==> config.mk <==
export PLATFORM = sky130hd
export DESIGN_NAME = dbram_port_arbiter
export DESIGN_NICKNAME = d
export VERILOG_FILES = /design/src/rtl/dbram_port_arbiter.sv
export SDC_FILE = /design/constraint.sdc
export NUM_CORES = 1
export LEC_CHECK = 0
export CAP_MARGIN = 20
export CORE_AREA = 3 3 94 96
export CTS_CLUSTER_SIZE = 12
export DETAILED_ROUTE_END_ITERATION = 8
export DIE_AREA = 0 0 97 99
export HOLD_SLACK_MARGIN = 0.15
export PLACE_DENSITY_LB_ADDON = 0.25
export SYNTH_ARGS = -nofsm -noshare
export SYNTH_HDL_FRONTEND = slang
export SYNTH_SLANG_ARGS = --single-unit
==> constraint.sdc <==
create_clock -name clk -period 2.2 [get_ports clk]
set_input_delay 0.55 -clock clk [delete_from_list [all_inputs] [get_ports clk]]
set_output_delay 0.55 -clock clk [all_outputs]
set_load 0.02 [all_outputs]
==> src/rtl/dbram_port_arbiter.sv <==
// Shares the single-ported data BRAM between the core dbram path and a
// secondary burst-capable requester; read data returns to its owner one cycle later.
module dbram_port_arbiter #(
  parameter int ADDR_W       = 10,
  parameter int DATA_W       = 32,
  parameter int STARVE_LIMIT = 4,
  parameter int MAX_BURST    = 8
) (
  input  logic                clk,
  input  logic                rst_n,
  input  logic                c_req,
  output logic                c_ready,
  input  logic [ADDR_W-1:0]   c_addr,
  input  logic [DATA_W/8-1:0] c_be,
  input  logic [DATA_W-1:0]   c_wdata,
  output logic [DATA_W-1:0]   c_rdata,
  output logic                c_rvalid,
  input  logic                s_req,
  input  logic                s_lock,
  output logic                s_ready,
  input  logic [ADDR_W-1:0]   s_addr,
  input  logic [DATA_W/8-1:0] s_be,
  input  logic [DATA_W-1:0]   s_wdata,
  output logic [DATA_W-1:0]   s_rdata,
  output logic                s_rvalid,
  output logic                mem_en,
  output logic [ADDR_W-1:0]   mem_addr,
  output logic [DATA_W/8-1:0] mem_be,
  output logic [DATA_W-1:0]   mem_wdata,
  input  logic [DATA_W-1:0]   mem_rdata,
  output logic                in_burst
);

  localparam int SC_W = $clog2(STARVE_LIMIT + 1);
  localparam int BC_W = $clog2(MAX_BURST + 1);

  typedef enum logic {ARB, BURST} state_t;

  state_t          state;
  logic [SC_W-1:0] starve_cnt;
  logic [BC_W-1:0] beat_cnt;
  logic            rd_c;
  logic            rd_s;
  logic            starved;
  logic            last_beat;
  logic            burst_exit;

  assign starved   = starve_cnt == SC_W'(STARVE_LIMIT);
  assign last_beat = beat_cnt == BC_W'(MAX_BURST - 1);

  // Grants are held off while rst_n is low so every output reads 0 in reset
  always_comb begin
    c_ready = 1'b0;
    s_ready = 1'b0;
    if (rst_n) begin
      unique case (state)
        ARB: begin
          c_ready = c_req & ~(s_req & starved);
          s_ready = s_req & (~c_req | starved);
        end
        BURST: s_ready = s_req;
        default: ;
      endcase
    end
  end

  always_comb begin
    mem_addr  = '0;
    mem_be    = '0;
    mem_wdata = '0;
    unique case (1'b1)
      c_ready: begin
        mem_addr  = c_addr;
        mem_be    = c_be;
        mem_wdata = c_wdata;
      end
      s_ready: begin
        mem_addr  = s_addr;
        mem_be    = s_be;
        mem_wdata = s_wdata;
      end
      default: ;
    endcase
  end

  assign mem_en   = c_ready | s_ready;
  assign c_rvalid = rd_c;
  assign s_rvalid = rd_s;
  assign c_rdata  = rd_c ? mem_rdata : '0;
  assign s_rdata  = rd_s ? mem_rdata : '0;
  assign in_burst = state == BURST;

  assign burst_exit = (s_ready & (~s_lock | last_beat))
                    | (~s_req & ~s_lock);

  always_ff @(posedge clk or negedge rst_n) begin
    if (!rst_n) begin
      state      <= ARB;
      starve_cnt <= '0;
      beat_cnt   <= '0;
      rd_c       <= 1'b0;
      rd_s       <= 1'b0;
    end else begin
      rd_c <= c_ready & ~|c_be;
      rd_s <= s_ready & ~|s_be;
      if (c_ready & s_req)
        starve_cnt <= starved ? starve_cnt : starve_cnt + 1'b1;
      else
        starve_cnt <= '0;
      unique case (state)
        ARB: begin
          if (s_ready & s_lock) begin
            state    <= BURST;
            beat_cnt <= BC_W'(1);
          end
        end
        BURST: begin
          if (burst_exit) begin
            state    <= ARB;
            beat_cnt <= '0;
          end else if (s_ready) begin
            beat_cnt <= beat_cnt + 1'b1;
          end
        end
        default: state <= ARB;
      endcase
    end
  end

endmodule

# Word-level counts from Yosys, hierarchy flattened
# Index checks and enable logic that the tools add are counted.
# totals
inputBits,129
ff_bits,10
word_cells,53
# classes
eq_ne,5
muxes,18
addsub,2
n_bitwise,18
reduce_logical,5
# ops
cell,count
$mux W32,2
$pmux W32 S2,1
$pmux W10 S2,1
$pmux W4 S2,2
$mux W4,3
$and A1 B1 Y1,9
$reduce_or A4 Y1,2
$mux W3,2
$mux W1,5
$not A1 Y1,5
$add A4 B1 Y4 const B,1
$eq A4 B3 Y1 const B,1
$ne A2 B2 Y1 const B,2
$or A1 B1 Y1,4
$pmux W1 S2,2
$add A3 B1 Y3 const B,1
$eq A3 B3 Y1 const B,1
$ne A3 B2 Y1 const B,1
$logic_not A1 Y1,2
$reduce_and A2 Y1,1

# Logic depth before layout (Yosys ltp)
# Gate-level depths: netlist (run 1).
# logic_depth
depth_word,9
ltp_mapped,9
depth_no_buf,6

# Least setup slack after synthesis (run 1)
# OpenSTA, ideal clock, no wires.
# synth_path
path_type,input-to-output
start,input port c_req
end,output port mem_be[0]
stages,7
required_time_ps,1650
path_buffers,3
setup_slack_ps,-41
arrival_time_ps,1691
path_cell_list,nor2b_2 and2_4 buf_6 nor2_2 buf_2 buf_4 a22o_1
# synth_via
elab_chain_len,6
# synth_rtl
item,line_no,rtl
start: declaration,11,"input logic c_req,"
$not A1 Y1,59,s_ready = s_req & (~c_req | starved);
$or A1 B1 Y1,59,
$and A1 B1 Y1,59,
$pmux W1 S2,56,unique case (state)
$mux W1,55,if (rst_n) begin
$pmux W4 S2 (*),71,unique case (1'b1)
end: declaration,28,"output logic [DATA_W/8-1:0] mem_be,"
# Mark *: on every way between the ends. The rest lies on a longest branch, timed or not.

# Final worst setup path (run 1)
# layout_path
start,register starve_cnt[1]
end,output port mem_addr[0]
# layout_via
elab_chain_len,7
# layout_rtl
item,line_no,rtl
start: declaration,40,logic [SC_W-1:0] starve_cnt;
start signal: assignment,107,starve_cnt <= starved ? starve_cnt : starve_cnt + 1'b1;
$eq A3 B3 Y1 (*),48,assign starved = starve_cnt == SC_W'(STARVE_LIMIT);
$and A1 B1 Y1,58,c_ready = c_req & ~(s_req & starved);
$not A1 Y1,58,
$and A1 B1 Y1,58,
$mux W1,56,
$mux W1,55,
$pmux W10 S2 (*),71,
end: declaration,27,"output logic [ADDR_W-1:0] mem_addr,"
# Marked as above.

==> results of run 1 <==
## area by class of cell
| type | count | share of cell area [%] |
|---|---|---|
| well taps | 105 | 2.82 |
| repair buffers | 287 | 65.2 |
| inverters | 4 | 0.322 |
| flip-flops and latches | 10 | 5.37 |
| multi-input cells | 158 | 25.1 |
| clock buffers | 4 | 1.18 |
## logic make-up after synthesis
kind of cell,count (synthesis),share of synthesized area (%)
and+or+nand+nor,93,38.1
AOI/OAI and AO/OA,60,33.9
buffers and inverters,22,7.20
DFF,10,16.9
adders and majority gates,3,2.54
xor gates and xnor gates,1,0.593
muxes,1,0.763
## layer usage
layer  vias up  part of all wire [%]  track usage (%)  wire length, um
li1       1246                     -                -                -
met1      1184                    39             22.0             3950
met2       147                    50             32.9             5090
met4         0                   1.9             3.24              190
met5         -                     0                0                0
met3        20                   9.4             6.16              952
## registers in the layout, indices dropped and copies added, names as in the netlist
register	cells
c_rvalid	1
beat_cnt	4
s_rvalid	1
in_burst	1
starve_cnt	3
## metrics by stage
step | instance area, sq um | setup TNS [ns] | hold WS [ns] | utilization [%] | power, uW
3_3_place_gp | 4200 | -45.60 | 0.514 | 51.6 | 1380
3_5_place_dp | 4200 | -47.13 | 0.529 | 51.6 | 1390
5_1_grt | 4660 | -7.60 | 0.247 | 57.3 | 2040
2_1_floorplan | 1490 | -0.816 | 0.254 | - | 759
4_1_cts | 4460 | -8.18 | 0.427 | 54.8 | 1830
6_report | 4660 | -4.52 | 0.246 | 57.3 | 1940
## power breakdown
| part | leakage (uW) | internal [uW] | total (uW) | switching (uW) |
|---|---|---|---|---|
| sequential | 0.000133 | 218 | 251 | 33.0 |
| combinational | 0.00213 | 859 | 1450 | 596 |
| clock | 0.0000288 | 157 | 232 | 74.4 |
| total | 0.00229 | 1230 | 1940 | 703 |
## worst max path at each step
stage,startpoint,to,depth (start not counted)
2_1_floorplan,c_req,mem_be[0],7
3_3_place_gp,c_req,mem_be[2],7
3_5_place_dp,c_req,mem_be[2],7
4_1_cts,starve_cnt[0],mem_wdata[23],9
5_1_grt,starve_cnt[0],mem_wdata[6],9
6_report,starve_cnt[1],mem_addr[0],9
## cells in the final DEF (no fill, tap or decap), types with 2 or more instances in the layout
master           count
a21oi_1              2
a22o_1              45
a31oi_1              2
and2_1              65
buf_12              10
buf_16               4
buf_2                2
buf_4               21
buf_6               50
buf_8                3
clkbuf_16            3
clkbuf_2             2
clkbuf_8             4
clkdlybuf4s50_1    128
dfrtp_1             10
dlygate4sd2_1       63
ha_1                 2
inv_1                2
inv_2                2
nand2_1              6
nand2_2              2
nand3_1              2
nor3_1               6
or4_1                2
## worst reg2reg max path: stages (launching register included)
cell	delay [ns]
dfrtp_1	0.38
inv_2	0.07
ha_4	0.15
nand2_2	0.06
and2_4	0.15
buf_4	0.13
buf_4	0.14
or4_1	0.50
a21oi_1	0.15
## what timing repair did
action                                  CTS  global route
pin swaps                                 6            17
endpoints found under the hold margin     0             0
setup buffers                             7             5
hold buffers                              0             0
endpoints found under the setup margin  112            49
cloned                                    7             4
gates resized for setup                 342            41
## Yosys cell counts, types with 2 or more instances
cell	number	share of area, %
and2_1	65	28
a22o_1	46	27
dfrtp_1	10	17
clkbuf_1	8	2.0
nand2_1	8	2.0
buf_2	7	2.4
nor3_1	6	2.0
inv_1	4	1.0
a31oi_1	3	1.3
ha_1	3	2.5
a21oi_1	2	0.68
buf_4	2	1.0
nand3_1	2	0.68
or4_1	2	1.0
==> impl_metrics.json, run 1 <==
{
  "worstSetupStartpointType": "flop",
  "rsz0062_at_grt": "yes",
  "placedCellCount": 543,
  "synthCells": 190,
  "synth_seq_cells": 10,
  "crit_path_end_kind": "output pin",
  "place_congestion": 0.861,
  "clock_sinks": 10,
  "layout.nets": 596,
  "insertedDiodeCount": 0,
  "synth.avg_cell_area_sq_um": 7.77,
  "seq_area_frac_synth_pct": 16.9,
  "fin_cells": 568,
  "path_buf_inv": 6,
  "status": "finished with violations",
  "yosys_warnings": 0,
  "hold_viol_final": 0,
  "htreeDepth": 1,
  "crit_family": "buffers and inverters",
  "synthArstFlopShare_pct": 100,
  "die_w_um": 97,
  "multiInputGateArea_sq_um": 1170,
  "grt_pass1_wl_um": 14200,
  "area_delta_synth_final_pct": 216,
  "critPathMaxFanout": 7,
  "placementRows": 33,
  "fmax_mhz": 431,
  "cpPeakStageDelay_ns": 0.38,
  "nFillCells": 775,
  "drc": 0,
  "violations": "setup timing",
  "io_buffer_count": 244,
  "clockBufferDepth": 2,
  "syn_nets": 322,
  "synth_edf_count": 0,
  "clock_latency_ns": 0.24,
  "hold_path_class": "input port to asynchronous set/reset pin",
  "coreArea_sq_um": 8130,
  "layout_worst_path_cycle_share_pct": 105,
  "cts_made_buffers": 3,
  "dr.pass1.iters": 5,
  "wire_per_inst_um": 17.9,
  "p_leak_uw": 0.00229,
  "die_y_um": 99,
  "track_usage_pct": 18.5,
  "syn_area_sq_um": 1480,
  "ios": 245,
  "grt_overflow_total": 0,
  "crit_chain": "inv_2 > ha_4 > buf_6 > a31oi_4 > buf_12 > buf_12 > buf_16 > a22o_4 > buf_6",
  "worst_pin_slew_ns": 0.430,
  "clk_pin_slew_ns": 0.05,
  "finalSetupViolations": 48,
  "crit_slowest_cell": "dfrtp_1",
  "dpl_worst_slack_ns": -0.895,
  "worst_r2r_path_depth": 8,
  "path_class": "flop to output pin",
  "powerDensity_nw_per_um2": 416,
  "root_buffer": "clkbuf_8",
  "antenna_found_initial": 0,
  "cts_tree": "built",
  "detail-route-antenna-nets": 0,
  "dieArea_sq_um": 9600,
  "grt_max_degree": 34,
  "irDropWorstVdd_uv": 287,
  "r2r-end": "beat_cnt[3]",
  "layout-drive-gt1-share_pct": 24.2,
  "report.final.slew_viol_count": 0,
  "worstPathArrival_ns": 1.77,
  "synth_cell_type_count": 36,
  "hpwl_um": 7520,
  "drv_cap": 0,
  "rr_startpoint": "starve_cnt[1]",
  "worst_slack_ns": -0.120,
  "max-slew-margin-rel_pct": 71.1,
  "vias_per_cell": 4.57,
  "first_iter_violations": 41,
  "vias": 2597,
  "initial_core_util_pct": 18.2,
  "fin_skew_ns": 0.00217,
  "r2r_setup_slack_ns": 0.40,
  "drt-total-wl_um": 10200,
  "ys.flop_type": "dfrtp_1",
  "grt_pass1_vias": 2421,
  "seqCellArea_sq_um": 250,
  "critPathRequiredTime_ns": 1.65,
  "post-route-min-period_ns": 2.32
}
Note: power is estimated with default switching activity, not from simulation.
==> run 2: changes to the inputs <==
Settings changed: SLEW_MARGIN set to 20.
==> results of run 2 <==
The final DEF is identical to that of run 1; final timing and power are the same.
